<file path="config.mk">
export PLATFORM = sky130hd
export DESIGN_NAME = mem_arbiter
export DESIGN_NICKNAME = d
export VERILOG_FILES = /design/src/rtl/mem_arbiter_pkg.sv /design/src/rtl/mem_arbiter.sv
export SDC_FILE = /design/constraint.sdc
export NUM_CORES = 1
export LEC_CHECK = 0
export BUFFER_PORTS_ARGS = -buffer_cell sky130_fd_sc_hd__buf_2
export CORE_AREA = 2 2 196 198
export DETAILED_ROUTE_END_ITERATION = 12
export DIE_AREA = 0 0 198 200
export GPL_ROUTABILITY_DRIVEN = 0
export GPL_TIMING_DRIVEN = 1
export PLACE_DENSITY = 0.39
export SLEW_MARGIN = 10
export SYNTH_ARGS = -nofsm -noshare
export SYNTH_HDL_FRONTEND = slang
export SYNTH_SLANG_ARGS = --single-unit
</file>
<file path="constraint.sdc">
create_clock -name clk -period 4.51 [get_ports clk]
set_input_delay 1.353 -clock clk [delete_from_list [all_inputs] [get_ports clk]]
set_output_delay 1.353 -clock clk [all_outputs]
set_load 0.02 [all_outputs]
</file>
<file path="src/rtl/mem_arbiter_pkg.sv">
`default_nettype none
// mem_arbiter_pkg -- state, grant and request/response types shared by the memory arbiter.
// Rev 1.0
package mem_arbiter_pkg;

   // Upper bounds for the arbiter's AW/DW parameters; latched fields are stored at these widths.
   localparam int MAX_AW = 64;
   localparam int MAX_DW = 64;
   localparam int MAX_SW = MAX_DW / 8;

   typedef enum logic [1:0] {
      IDLE   = 2'd0,
      BUSY_I = 2'd1,
      BUSY_D = 2'd2
   } state_t;

   typedef enum logic {
      GRANT_I = 1'b0,
      GRANT_D = 1'b1
   } grant_t;

   typedef struct packed {
      logic [MAX_AW-1:0] addr;
      logic              wen;
      logic [MAX_SW-1:0] strobe;
      logic [MAX_DW-1:0] wdata;
   } mem_req_t;

   typedef struct packed {
      logic              ok;
      logic [MAX_DW-1:0] data;
   } mem_resp_t;

endpackage
`default_nettype wire

</file>
<file path="src/rtl/mem_arbiter.sv">
`default_nettype none
// mem_arbiter -- round-robin arbiter sharing one memory port between instruction and data requesters.
// Rev 1.0
module mem_arbiter
   import mem_arbiter_pkg::*;
#(
   parameter int AW = 64,
   parameter int DW = 64
) (
   input  logic            clk,
   input  logic            reset,

   input  logic            ireq_valid,
   input  logic [AW-1:0]   ireq_addr,
   output logic            iresp_ok,
   output logic [31:0]     iresp_data,

   input  logic            dreq_valid,
   input  logic [AW-1:0]   dreq_addr,
   input  logic            dreq_wen,
   input  logic [DW/8-1:0] dreq_strobe,
   input  logic [DW-1:0]   dreq_wdata,
   output logic            dresp_ok,
   output logic [DW-1:0]   dresp_data,

   output logic            mem_valid,
   output logic [AW-1:0]   mem_addr,
   output logic            mem_wen,
   output logic [DW/8-1:0] mem_strobe,
   output logic [DW-1:0]   mem_wdata,
   input  logic            mem_data_ok,
   input  logic [DW-1:0]   mem_rdata
);

   state_t    state;
   state_t    state_next;
   grant_t    last_grant;
   mem_req_t  req;
   mem_resp_t resp;
   logic      grant_i;
   logic      grant_d;

   always_ff @(posedge clk) begin
      if (reset) begin
         state      <= IDLE;
         last_grant <= GRANT_D;
         req        <= '0;
      end else begin
         state <= state_next;
         if (grant_i) begin
            last_grant <= GRANT_I;
            req.addr   <= MAX_AW'(ireq_addr);
            req.wen    <= 1'b0;
            req.strobe <= '0;
            req.wdata  <= '0;
         end else if (grant_d) begin
            last_grant <= GRANT_D;
            req.addr   <= MAX_AW'(dreq_addr);
            req.wen    <= dreq_wen;
            req.strobe <= MAX_SW'(dreq_strobe);
            req.wdata  <= MAX_DW'(dreq_wdata);
         end
      end
   end

   always_comb begin
      state_next = state;
      grant_i    = 1'b0;
      grant_d    = 1'b0;
      case (state)
         IDLE: begin
            // Under contention the requester not served last wins.
            if (ireq_valid && (!dreq_valid || last_grant == GRANT_D)) begin
               grant_i    = 1'b1;
               state_next = BUSY_I;
            end else if (dreq_valid) begin
               grant_d    = 1'b1;
               state_next = BUSY_D;
            end
         end
         BUSY_I, BUSY_D: begin
            if (mem_data_ok) begin
               state_next = IDLE;
            end
         end
         default: state_next = IDLE;
      endcase
   end

   // mem_data_ok is only meaningful while a transaction is outstanding.
   always_comb begin
      resp.ok   = mem_data_ok && (state != IDLE);
      resp.data = resp.ok ? MAX_DW'(mem_rdata) : '0;
   end

   assign iresp_ok   = resp.ok && (state == BUSY_I);
   assign dresp_ok   = resp.ok && (state == BUSY_D);
   assign iresp_data = resp.data[31:0] & {32{iresp_ok}};
   assign dresp_data = resp.data[DW-1:0] & {DW{dresp_ok}};

   assign mem_valid  = (state != IDLE);
   assign mem_addr   = req.addr[AW-1:0];
   assign mem_wen    = req.wen;
   assign mem_strobe = req.strobe[DW/8-1:0];
   assign mem_wdata  = req.wdata[DW-1:0];

endmodule
`default_nettype wire

</file>
==> run_summary.xml, run 1 <==
<?xml version="1.0" encoding="UTF-8"?>
<metrics>
  <group name="global_route">
    <metric name="number_of_global_route_vias_before_repair" unit="">7170</metric>
    <metric name="grt_start_max_net_pins" unit="">75</metric>
    <metric name="grt_first_pass_wirelength" unit="um">46400</metric>
    <metric name="grt_remaining_overflow" unit="">0</metric>
    <metric name="grt_util_all_layers" unit="%">15.8</metric>
    <metric name="grt_antenna_before_repair" unit="">12</metric>
  </group>
  <group name="clock_tree">
    <metric name="numClockSinks" unit="">140</metric>
    <metric name="cts_setup_buffers" unit="">0</metric>
    <metric name="cts_buffer_depth" unit="">2</metric>
    <metric name="cts_root_buf" unit="">sky130_fd_sc_hd__clkbuf_16</metric>
    <metric name="holdBufCountCts" unit="">0</metric>
    <metric name="cts.htree.levels" unit="">4</metric>
    <metric name="cts-resized-gates" unit="">0</metric>
    <metric name="clk_pin_slew_worst_paths" unit="ns">0.07</metric>
    <metric name="cts_tree" unit="">built</metric>
    <metric name="cts-buffers-inserted" unit="">17</metric>
    <metric name="insertion_delay_of_the_later_clocked_pin_in_the_worst_skew_pair" unit="ns">0.42</metric>
  </group>
  <group name="setup_path">
    <metric name="crit_arrival" unit="ns">2.61</metric>
    <metric name="critical_path.cell_chain" unit="">buf_2 &gt; and3_2 &gt; buf_4 &gt; and2_1 &gt; buf_2</metric>
    <metric name="rr_startpoint" unit="">state[0]</metric>
    <metric name="worstPathMaxFanout" unit="">38</metric>
    <metric name="required_arrival_time_at_the_worst_endpoint" unit="ns">3.16</metric>
    <metric name="timing.reg2reg.worst_path_depth" unit="">6</metric>
    <metric name="crit_family" unit="">simple AND/OR/NAND/NOR gates</metric>
    <metric name="reg2reg_to" unit="">mem_wdata[35]</metric>
    <metric name="cp_common_cell" unit="">sky130_fd_sc_hd__buf_2</metric>
    <metric name="cpMaxStageDelayCell" unit="">sky130_fd_sc_hd__and3_2</metric>
    <metric name="worst_setup_path_end_kind" unit="">output port</metric>
    <metric name="cp_slowest_stage_delay" unit="ns">0.51</metric>
    <metric name="critical_path.n_buffers_inverters" unit="">3</metric>
    <metric name="worstSetupStartpointType" unit="">primary input</metric>
    <metric name="r2r_slack" unit="ns">2.19</metric>
    <metric name="crit_type" unit="">primary input to output port</metric>
  </group>
  <group name="sta">
    <metric name="hold_violation_count_in_the_final_report" unit="">0</metric>
    <metric name="final-max-slew-violation-count" unit="">0</metric>
    <metric name="worst_clock_skew" unit="ns">0.00866</metric>
    <metric name="report.final.setup_viol" unit="">0</metric>
    <metric name="timing.setup.tns" unit="ns">0</metric>
    <metric name="clock.fmax" unit="MHz">252</metric>
    <metric name="layout_worst_path_cycle_share" unit="%">87.8</metric>
    <metric name="rsz0062_at_grt" unit="">false</metric>
    <metric name="final_period_minus_worst_setup_slack" unit="ns">3.96</metric>
    <metric name="tightest_slew" unit="ns">1.01</metric>
    <metric name="slew_headroom" unit="%">32.6</metric>
  </group>
  <group name="yosys">
    <metric name="synth_compound_gate_area_share" unit="%">23.3</metric>
    <metric name="synth_enable_flop_cells" unit="">0</metric>
    <metric name="synthTopCellsByCount" unit="">140 x sky130_fd_sc_hd__dfxtp_1, 98 x sky130_fd_sc_hd__and2_1, 74 x sky130_fd_sc_hd__o21ai_0</metric>
    <metric name="yosys.area.top_type" unit="">sky130_fd_sc_hd__dfxtp_1</metric>
    <metric name="synthDistinctLibCells" unit="">30</metric>
    <metric name="synth.ff_latch_count" unit="">140</metric>
    <metric name="area_share_of_and_or_nand_nor_cells_after_synthesis" unit="%">25.4</metric>
    <metric name="share_of_synthesized_area_spent_on_multiplexers" unit="%">0.334</metric>
    <metric name="yosys.cell_count.top_type" unit="">sky130_fd_sc_hd__dfxtp_1</metric>
    <metric name="synth.avg_cell_area" unit="um^2">9.16</metric>
    <metric name="synth_fp_nets" unit="">969</metric>
    <metric name="post_synth_main_area_contributors" unit="">sky130_fd_sc_hd__dfxtp_1 44%, sky130_fd_sc_hd__a221o_2 11%, sky130_fd_sc_hd__and2_1 9.6%</metric>
    <metric name="largest_family_of_logic_cells_by_synthesized_area" unit="">simple AND/OR/NAND/NOR gates</metric>
    <metric name="asyncSetResetFlopFracSynth" unit="%">0</metric>
    <metric name="synth.yosys.seq_area_share" unit="%">43.9</metric>
    <metric name="post_synth_inst_count" unit="">696</metric>
    <metric name="primary_ff_master_synth" unit="">sky130_fd_sc_hd__dfxtp_1</metric>
    <metric name="post_synth_instance_area" unit="mm^2">0.00638</metric>
    <metric name="synth_adder_area_share" unit="%">0.589</metric>
    <metric name="yosysWarningCount" unit="">0</metric>
    <metric name="post_synth_xor_area_fraction" unit="%">0</metric>
    <metric name="synth_largest_type_area_fraction" unit="%">43.9</metric>
  </group>
  <group name="pwr">
    <metric name="power.ir.vdd_worst" unit="mV">0.240</metric>
    <metric name="power_density" unit="mW/mm^2">396</metric>
    <metric name="leakagePower" unit="uW">0.00472</metric>
    <metric name="p_total" unit="uW">3910</metric>
  </group>
  <group name="detailed_routing">
    <metric name="route.antenna.remaining_nets" unit="">0</metric>
    <metric name="overall_via_count_from_detail_route" unit="">7399</metric>
    <metric name="detail_route.first_pass.iterations" unit="">4</metric>
    <metric name="totalWireLength" unit="um">33100</metric>
    <metric name="wl_per_cell" unit="um">19.8</metric>
    <metric name="routed_via_density" unit="">4.41</metric>
    <metric name="detailedRoute.firstIterationViolations" unit="">363</metric>
    <metric name="drc_errors" unit="">0</metric>
  </group>
  <group name="die">
    <metric name="placementRows" unit="">71</metric>
    <metric name="start_util" unit="%">17.1</metric>
    <metric name="chipHeight" unit="um">200</metric>
    <metric name="ioPinCount" unit="">506</metric>
    <metric name="floorplan.core_area" unit="mm^2">0.0374</metric>
    <metric name="die_w" unit="um">198</metric>
    <metric name="die_area" unit="mm^2">0.0396</metric>
  </group>
  <group name="outcome">
    <metric name="run_status" unit="">finished clean</metric>
  </group>
  <group name="min_path">
    <metric name="worstHoldStart" unit="">mem_wdata[19]</metric>
    <metric name="min_to" unit="">mem_wdata[19]</metric>
    <metric name="min_path_type" unit="">flip-flop to flip-flop</metric>
    <metric name="worstHoldPathCells" unit="">2</metric>
  </group>
  <group name="placement">
    <metric name="hpwl" unit="um">24000</metric>
    <metric name="placement.io_buffers" unit="">505</metric>
  </group>
  <group name="final_layout">
    <metric name="share_of_post_route_cells_with_drive_strength_above_1" unit="%">53.4</metric>
    <metric name="final_nets" unit="">1425</metric>
    <metric name="layout-area-overhead-vs-synth" unit="%">55.2</metric>
  </group>
  <group name="job">
    <metric name="max_cap_violations" unit="">0</metric>
  </group>
</metrics>
==> power breakdown <==
part	switching (uW)	internal, uW
Sequential	71.9	1380
Clock	603	793
Combinational	691	379
==> sequential cells by signal, indices dropped and copies added (netlist names) <==
name        flops
last_grant      1
mem_addr       64
mem_strobe      8
mem_wdata      64
mem_wen         1
state           2
==> cells in the final DEF (no fill, tap or decap), types with 2 or more instances in the layout <==
cell,instances
sky130_fd_sc_hd__buf_2,505
sky130_fd_sc_hd__dfxtp_1,140
sky130_fd_sc_hd__and2_1,96
sky130_fd_sc_hd__o21ai_0,74
sky130_fd_sc_hd__nand3_1,73
sky130_fd_sc_hd__a21oi_1,73
sky130_fd_sc_hd__nor4b_1,64
sky130_fd_sc_hd__a221o_2,60
sky130_fd_sc_hd__clkbuf_16,17
sky130_fd_sc_hd__buf_4,13
sky130_fd_sc_hd__inv_1,5
sky130_fd_sc_hd__clkinvlp_4,5
sky130_fd_sc_hd__a221o_1,4
sky130_fd_sc_hd__nand2_2,3
sky130_fd_sc_hd__ha_1,3
sky130_fd_sc_hd__inv_6,3
sky130_fd_sc_hd__and2_2,2
sky130_fd_sc_hd__nor2_1,2
sky130_fd_sc_hd__clkinv_2,2
sky130_fd_sc_hd__clkbuf_8,2
sky130_fd_sc_hd__buf_12,2
==> logic make-up after synthesis <==
group	Yosys count
AND/OR/NAND/NOR	248
flip-flops	140
AO/OA/AOI/OAI	215
buffers and inverters	88
adder cells (fa/ha/maj)	3
multiplexers	2
==> per-layer routing <==
metal	track usage (%)	share of wire (%)	routed length (um)	vias up
met4	4.26	1.8	597	4
met2	30.2	53	17700	327
met3	3.31	5.7	1880	42
met1	17.5	39	12900	3537
met5	0	0.081	27	-
li1	-	-	-	3489
==> worst min-delay path, stage by stage (launching register included) <==
cell and delay, ns:
sky130_fd_sc_hd__dfxtp_1 0.30, sky130_fd_sc_hd__o21ai_0 0.06, sky130_fd_sc_hd__a21oi_1 0.06
==> metrics by stage <==
| stage | cells | cell area (um^2) | setup slack [ns] | hold WS, ns | utilization, % |
|---|---|---|---|---|---|
| 6_report | 1677 | 9900 | 0.549 | 0.471 | 26.5 |
| 5_1_grt | 1677 | 9900 | 0.401 | 0.488 | 26.5 |
| 3_5_place_dp | 1644 | 9320 | 0.540 | 0.463 | 24.9 |
| 4_1_cts | 1676 | 9890 | 0.542 | 0.473 | 26.5 |
| 3_3_place_gp | 1644 | 9320 | 0.626 | 0.459 | 24.9 |
| 2_1_floorplan | 696 | 6380 | 0.956 | 0.466 | - |
==> worst max-delay path by stage <==
| stage | from | to | slack (ns) | cells after the start |
|---|---|---|---|---|
| 2_1_floorplan | mem_data_ok | iresp_data[22] | 0.96 | 3 |
| 3_3_place_gp | mem_data_ok | dresp_data[26] | 0.63 | 5 |
| 3_5_place_dp | mem_data_ok | dresp_data[29] | 0.54 | 5 |
| 4_1_cts | mem_data_ok | dresp_data[29] | 0.54 | 5 |
| 5_1_grt | state[1] | dresp_data[22] | 0.40 | 7 |
| 6_report | mem_data_ok | dresp_data[29] | 0.55 | 5 |
==> layout make-up <==
type,instances,area (um^2)
Multi-Input combinational cell,468,3200
Clock buffer,20,457
Inverter,5,18.8
Clock inverter,12,113
Fill cell,4077,27500
Timing Repair Buffer,520,2670
Sequential cell,140,2800
Tap cell,511,639
Antenna cell,1,2.50
Note: power is estimated with default switching activity, not from simulation.
==> inputs of run 2 (changes only) <==
--- a/config.mk
+++ b/config.mk
@@ -6,12 +6,14 @@
 export NUM_CORES = 1
 export LEC_CHECK = 0
 export BUFFER_PORTS_ARGS = -buffer_cell sky130_fd_sc_hd__buf_2
-export CORE_AREA = 2 2 196 198
+export CELL_PAD_IN_SITES_DETAIL_PLACEMENT = 1
+export CELL_PAD_IN_SITES_GLOBAL_PLACEMENT = 1
+export CORE_AREA = 2 2 197 199
 export DETAILED_ROUTE_END_ITERATION = 12
-export DIE_AREA = 0 0 198 200
+export DIE_AREA = 0 0 199 201
 export GPL_ROUTABILITY_DRIVEN = 0
 export GPL_TIMING_DRIVEN = 1
-export PLACE_DENSITY = 0.39
+export PLACE_DENSITY = 0.53
 export SLEW_MARGIN = 10
 export SYNTH_ARGS = -nofsm -noshare
 export SYNTH_HDL_FRONTEND = slang
==> run_summary.xml, run 2 (synthesis gave the netlist of run 1 again) <==
<?xml version="1.0" encoding="UTF-8"?>
<metrics>
  <group name="sta">
    <metric name="hold_violation_count_in_the_final_report" unit="">0</metric>
    <metric name="worst_clock_skew" unit="ns">0.00701</metric>
    <metric name="final-max-slew-violation-count" unit="">0</metric>
    <metric name="rsz0062_at_grt" unit="">false</metric>
    <metric name="timing.setup.tns" unit="ns">0</metric>
    <metric name="hold-worst-slack" unit="ns">0.474</metric>
    <metric name="clock.fmax" unit="MHz">269</metric>
    <metric name="layout_worst_path_cycle_share" unit="%">82.5</metric>
    <metric name="slew_headroom" unit="%">41.0</metric>
    <metric name="tightest_slew" unit="ns">0.885</metric>
    <metric name="final_period_minus_worst_setup_slack" unit="ns">3.72</metric>
    <metric name="report.final.setup_viol" unit="">0</metric>
  </group>
  <group name="final_layout">
    <metric name="multi_input_area" unit="mm^2">0.00320</metric>
    <metric name="fillerInstances" unit="">4616</metric>
    <metric name="layout-area-overhead-vs-synth" unit="%">55.7</metric>
    <metric name="share_of_post_route_cells_with_drive_strength_above_1" unit="%">53.1</metric>
    <metric name="layout_common_cells" unit="">505 x sky130_fd_sc_hd__buf_2, 140 x sky130_fd_sc_hd__dfxtp_1, 96 x sky130_fd_sc_hd__and2_1, 74 x sky130_fd_sc_hd__o21ai_0</metric>
    <metric name="final_nets" unit="">1423</metric>
    <metric name="final_cell_count_no_fill" unit="">1695</metric>
    <metric name="final_common_cell" unit="">sky130_fd_sc_hd__buf_2</metric>
    <metric name="register_area" unit="mm^2">0.00280</metric>
    <metric name="layout.core_utilization" unit="%">26.1</metric>
  </group>
  <group name="pwr">
    <metric name="power_density" unit="mW/mm^2">398</metric>
    <metric name="leakagePower" unit="uW">0.00472</metric>
    <metric name="pwr-share-seq" unit="%">36.6</metric>
    <metric name="power.clock.fraction" unit="%">36.5</metric>
    <metric name="power.ir.vdd_worst" unit="mV">0.238</metric>
    <metric name="fraction_of_power_spent_switching_nets" unit="%">34.0</metric>
    <metric name="p_comb_share" unit="%">26.9</metric>
    <metric name="p_total" unit="uW">3950</metric>
    <metric name="switching_power" unit="uW">1350</metric>
    <metric name="power_report.internal_total" unit="uW">2610</metric>
  </group>
  <group name="detailed_routing">
    <metric name="wl_per_cell" unit="um">19.8</metric>
    <metric name="route.antenna.remaining_nets" unit="">0</metric>
    <metric name="detail_route.first_pass.iterations" unit="">4</metric>
    <metric name="totalWireLength" unit="um">33500</metric>
    <metric name="routed_via_density" unit="">4.38</metric>
    <metric name="overall_via_count_from_detail_route" unit="">7418</metric>
    <metric name="drc_errors" unit="">0</metric>
    <metric name="detailedRoute.firstIterationViolations" unit="">447</metric>
  </group>
  <group name="global_route">
    <metric name="use_met2" unit="%">29.7</metric>
    <metric name="globalRoute.busiestLayer" unit="">met2</metric>
    <metric name="grt_remaining_overflow" unit="">0</metric>
    <metric name="grt_antenna_before_repair" unit="">22</metric>
    <metric name="grt_start_max_net_pins" unit="">75</metric>
    <metric name="grt_first_pass_wirelength" unit="um">47400</metric>
    <metric name="grt_util_all_layers" unit="%">15.9</metric>
    <metric name="number_of_global_route_vias_before_repair" unit="">7462</metric>
    <metric name="met3_usage" unit="%">4.07</metric>
    <metric name="grt_use_met1" unit="%">16.0</metric>
  </group>
  <group name="die">
    <metric name="placementRows" unit="">72</metric>
    <metric name="floorplan.core_area" unit="mm^2">0.0381</metric>
    <metric name="ioPinCount" unit="">506</metric>
    <metric name="start_util" unit="%">16.7</metric>
    <metric name="chipHeight" unit="um">201</metric>
    <metric name="die_w" unit="um">199</metric>
    <metric name="die_area" unit="mm^2">0.0400</metric>
  </group>
  <group name="placement">
    <metric name="hpwl" unit="um">24400</metric>
    <metric name="place.detailed.instances" unit="">1649</metric>
    <metric name="placement.io_buffers" unit="">505</metric>
  </group>
  <group name="clock_tree">
    <metric name="cts-resized-gates" unit="">0</metric>
    <metric name="cts_buffer_depth" unit="">2</metric>
    <metric name="cts.htree.levels" unit="">4</metric>
    <metric name="cts_tree" unit="">built</metric>
    <metric name="cts_setup_buffers" unit="">0</metric>
    <metric name="cts_root_buf" unit="">sky130_fd_sc_hd__clkbuf_16</metric>
    <metric name="insertion_delay_of_the_later_clocked_pin_in_the_worst_skew_pair" unit="ns">0.43</metric>
    <metric name="holdBufCountCts" unit="">0</metric>
    <metric name="numClockSinks" unit="">140</metric>
    <metric name="clk_pin_slew_worst_paths" unit="ns">0.06</metric>
    <metric name="cts-buffers-inserted" unit="">17</metric>
  </group>
  <group name="setup_path">
    <metric name="crit_type" unit="">primary input to output port</metric>
    <metric name="worst_setup_path_end_kind" unit="">output port</metric>
    <metric name="worstSetupStartpointType" unit="">primary input</metric>
    <metric name="worstPathMaxFanout" unit="">65</metric>
    <metric name="critical_path.cell_chain" unit="">buf_2 &gt; and3_1 &gt; buf_4 &gt; and2_1 &gt; buf_2</metric>
    <metric name="cpMaxStageDelayCell" unit="">sky130_fd_sc_hd__buf_4</metric>
    <metric name="crit_arrival" unit="ns">2.37</metric>
    <metric name="cp_common_cell" unit="">sky130_fd_sc_hd__buf_2</metric>
    <metric name="cp_slowest_stage_delay" unit="ns">0.39</metric>
    <metric name="required_arrival_time_at_the_worst_endpoint" unit="ns">3.16</metric>
  </group>
  <group name="job">
    <metric name="max_cap_violations" unit="">0</metric>
  </group>
  <group name="min_path">
    <metric name="min_path_type" unit="">flip-flop to flip-flop</metric>
  </group>
  <group name="outcome">
    <metric name="run_status" unit="">finished clean</metric>
  </group>
</metrics>
run 2: cell type report:
cell class	count	area share [%]
clock inverters	9	1.13
well taps	518	6.53
flip-flops and latches	140	28.2
clock buffers	22	4.78
inverters	5	0.189
diodes	15	0.378
repair buffers	518	26.6
multi-input cells	468	32.2
run 2: metal layers:
metal / routed length (um) / vias up
li1: - / 3497
met1: 12200 / 3544
met2: 17500 / 314
met3: 2230 / 57
met4: 1570 / 6
met5: 40 / -
run 2: critical path: cells and delay by family:
kind,cells,cell delay (ns)
buf+inv,3,0.66
simple gates,2,0.34
run 2: power by group through the flow:
stage	logic [uW]	registers, uW	clock network, uW
2_1_floorplan	473	1630	0
3_3_place_gp	1080	1470	0
3_5_place_dp	1080	1470	0
4_1_cts	1080	1450	1500
5_1_grt	1150	1460	1560
6_report	1060	1450	1440
run 2: path summary, 6_finish.rpt:
kind	to	depth (start not counted)	startpoint	slack (ns)
max	dresp_data[61]	5	mem_data_ok	0.79
min	mem_wdata[41]	2	mem_wdata[41]	0.47
max reg2reg	mem_addr[48]	6	state[0]	2.36
min reg2reg	mem_wdata[41]	2	mem_wdata[41]	0.47
run 2: metrics by stage:
stage / cell area, um^2 / worst slack, ns
6_report: 9930 / 0.790
2_1_floorplan: 6380 / 0.956
3_3_place_gp: 9300 / 0.883
3_5_place_dp: 9300 / 0.778
4_1_cts: 9890 / 0.777
5_1_grt: 9910 / 0.676
==> inputs of run 3 (changes only) <==
--- a/config.mk
+++ b/config.mk
@@ -8,12 +8,12 @@
 export BUFFER_PORTS_ARGS = -buffer_cell sky130_fd_sc_hd__buf_2
 export CELL_PAD_IN_SITES_DETAIL_PLACEMENT = 1
 export CELL_PAD_IN_SITES_GLOBAL_PLACEMENT = 1
-export CORE_AREA = 2 2 197 199
+export CORE_AREA = 2 2 198 200
 export DETAILED_ROUTE_END_ITERATION = 12
-export DIE_AREA = 0 0 199 201
+export DIE_AREA = 0 0 200 202
 export GPL_ROUTABILITY_DRIVEN = 0
 export GPL_TIMING_DRIVEN = 1
-export PLACE_DENSITY = 0.53
+export PLACE_DENSITY = 0.52
 export SLEW_MARGIN = 10
 export SYNTH_ARGS = -nofsm -noshare
 export SYNTH_HDL_FRONTEND = slang
==> constraint.sdc (replaced) <==
create_clock -name clk -period 3.8 [get_ports clk]
set_input_delay 1.14 -clock clk [delete_from_list [all_inputs] [get_ports clk]]
set_output_delay 1.14 -clock clk [all_outputs]
set_load 0.02 [all_outputs]
==> run_summary.xml, run 3 (synthesis gave the netlist of run 1 again) <==
<?xml version="1.0" encoding="UTF-8"?>
<metrics>
  <group name="outcome">
    <metric name="run_status" unit="">finished clean</metric>
  </group>
  <group name="sta">
    <metric name="worst_slack" unit="ns">0.368</metric>
    <metric name="tightest_slew" unit="ns">0.835</metric>
    <metric name="worst_clock_skew" unit="ns">0.00532</metric>
    <metric name="slew_headroom" unit="%">44.3</metric>
    <metric name="layout_worst_path_cycle_share" unit="%">90.3</metric>
    <metric name="report.final.setup_viol" unit="">0</metric>
    <metric name="hold_violation_count_in_the_final_report" unit="">0</metric>
    <metric name="final-max-slew-violation-count" unit="">0</metric>
    <metric name="rsz0062_at_grt" unit="">false</metric>
    <metric name="timing.setup.tns" unit="ns">0</metric>
    <metric name="clock.fmax" unit="MHz">291</metric>
    <metric name="final_period_minus_worst_setup_slack" unit="ns">3.43</metric>
  </group>
  <group name="clock_tree">
    <metric name="cts_tree" unit="">built</metric>
    <metric name="cts-buffers-inserted" unit="">17</metric>
    <metric name="cts.htree.levels" unit="">4</metric>
    <metric name="cts_root_buf" unit="">sky130_fd_sc_hd__clkbuf_16</metric>
    <metric name="clk_pin_slew_worst_paths" unit="ns">0.06</metric>
    <metric name="holdBufCountCts" unit="">0</metric>
    <metric name="numClockSinks" unit="">140</metric>
    <metric name="cts_setup_buffers" unit="">0</metric>
    <metric name="cts_buffer_depth" unit="">2</metric>
    <metric name="cts-resized-gates" unit="">0</metric>
    <metric name="insertion_delay_of_the_later_clocked_pin_in_the_worst_skew_pair" unit="ns">0.43</metric>
  </group>
  <group name="die">
    <metric name="placementRows" unit="">72</metric>
    <metric name="die_w" unit="um">200</metric>
    <metric name="chipHeight" unit="um">202</metric>
    <metric name="die_area" unit="mm^2">0.0404</metric>
    <metric name="start_util" unit="%">16.7</metric>
    <metric name="ioPinCount" unit="">506</metric>
    <metric name="floorplan.core_area" unit="mm^2">0.0383</metric>
  </group>
  <group name="placement">
    <metric name="pre_cts_slack" unit="ns">0.495</metric>
    <metric name="place.detailed.instances" unit="">1650</metric>
    <metric name="hpwl" unit="um">25200</metric>
    <metric name="placement.io_buffers" unit="">505</metric>
  </group>
  <group name="setup_path">
    <metric name="required_arrival_time_at_the_worst_endpoint" unit="ns">2.66</metric>
    <metric name="cp_common_cell" unit="">sky130_fd_sc_hd__inv_1</metric>
    <metric name="worst_setup_path_end_kind" unit="">output port</metric>
    <metric name="cpMaxStageDelayCell" unit="">sky130_fd_sc_hd__buf_4</metric>
    <metric name="cp_slowest_stage_delay" unit="ns">0.39</metric>
    <metric name="crit_arrival" unit="ns">2.29</metric>
    <metric name="worstPathMaxFanout" unit="">65</metric>
    <metric name="crit_type" unit="">flip-flop to output port</metric>
    <metric name="worstSetupStartpointType" unit="">flip-flop</metric>
    <metric name="critical_path.cell_chain" unit="">inv_1 &gt; ha_1 &gt; inv_1 &gt; and3_1 &gt; buf_4 &gt; and2_1 &gt; buf_2</metric>
  </group>
  <group name="final_layout">
    <metric name="layout-area-overhead-vs-synth" unit="%">57.0</metric>
    <metric name="fillerInstances" unit="">4623</metric>
    <metric name="final_cell_count_no_fill" unit="">1692</metric>
    <metric name="final_nets" unit="">1424</metric>
    <metric name="layout_common_cells" unit="">505 x sky130_fd_sc_hd__buf_2, 140 x sky130_fd_sc_hd__dfxtp_1, 96 x sky130_fd_sc_hd__and2_1, 74 x sky130_fd_sc_hd__o21ai_0</metric>
    <metric name="multi_input_area" unit="mm^2">0.00320</metric>
    <metric name="share_of_post_route_cells_with_drive_strength_above_1" unit="%">53.3</metric>
    <metric name="final_common_cell" unit="">sky130_fd_sc_hd__buf_2</metric>
    <metric name="register_area" unit="mm^2">0.00280</metric>
  </group>
  <group name="detailed_routing">
    <metric name="route.antenna.remaining_nets" unit="">0</metric>
    <metric name="routed_via_density" unit="">4.43</metric>
    <metric name="totalWireLength" unit="um">34300</metric>
    <metric name="overall_via_count_from_detail_route" unit="">7491</metric>
    <metric name="wl_per_cell" unit="um">20.3</metric>
    <metric name="detail_route.first_pass.iterations" unit="">4</metric>
    <metric name="detailedRoute.firstIterationViolations" unit="">417</metric>
    <metric name="drc_errors" unit="">0</metric>
  </group>
  <group name="min_path">
    <metric name="min_path_type" unit="">flip-flop to flip-flop</metric>
  </group>
  <group name="global_route">
    <metric name="number_of_global_route_vias_before_repair" unit="">7607</metric>
    <metric name="grt_util_all_layers" unit="%">16.3</metric>
    <metric name="grt_remaining_overflow" unit="">0</metric>
    <metric name="grt_first_pass_wirelength" unit="um">48900</metric>
    <metric name="grt_start_max_net_pins" unit="">75</metric>
    <metric name="grt_antenna_before_repair" unit="">16</metric>
  </group>
  <group name="pwr">
    <metric name="power_density" unit="mW/mm^2">477</metric>
    <metric name="leakagePower" unit="uW">0.00478</metric>
    <metric name="power.ir.vdd_worst" unit="mV">0.308</metric>
  </group>
  <group name="job">
    <metric name="max_cap_violations" unit="">0</metric>
  </group>
</metrics>
-- run 3: where the power goes --
group          switching (uW)  internal (uW)  leakage, uW  total, uW
Clock                     681           1080     0.000307       1760
Combinational             827            461      0.00332       1290
Sequential               86.6           1630      0.00115       1720
-- run 3: path summary, 6_finish.rpt --
check                 from              to  slack (ns)  cells after the start
max               state[1]  dresp_data[53]        0.37                      7
min          mem_strobe[6]   mem_strobe[6]        0.47                      2
max reg2reg       state[1]    mem_addr[61]        1.66                      6
min reg2reg  mem_strobe[6]   mem_strobe[6]        0.47                      2
-- run 3: cell type report --
| cell class | instances | share of cell area [%] |
|---|---|---|
| clock inverter | 11 | 1.41 |
| clock buffer | 21 | 4.70 |
| sequential | 140 | 28.0 |
| antenna | 10 | 0.250 |
| tap | 518 | 6.47 |
| multi-input combinational | 468 | 31.9 |
| timing repair buffer | 519 | 27.0 |
| inverter | 5 | 0.187 |
-- run 3: critical path, delay by kind of cell, from the launching register on --
| kind | cells | cell delay, ns |
|---|---|---|
| buffers and inverters | 4 | 0.80 |
| DFF | 1 | 0.36 |
| adders and majority gates | 1 | 0.29 |
| and+or+nand+nor | 2 | 0.38 |
-- run 3: stage by stage --
step | hold WS, ns | utilization (%) | total power [uW] | cell area (um^2)
after detailed placement | 0.466 | 24.5 | 3060 | 9370
after global routing | 0.499 | 26.1 | 5040 | 10000
final | 0.471 | 26.1 | 4770 | 10000
after CTS | 0.473 | 26.1 | 4880 | 9990
after floorplan | 0.466 | - | 2500 | 6380
after global placement | 0.458 | 24.5 | 3050 | 9370
-- run 3: layer usage --
metal  vias up  global-route usage, %  share of wire [%]
met5         -                      0              0.090
met4         4                   9.55                4.3
met3        50                   4.04                6.8
met2       318                   29.6                 52
met1      3619                   16.9                 37
li1       3500                      -                  -
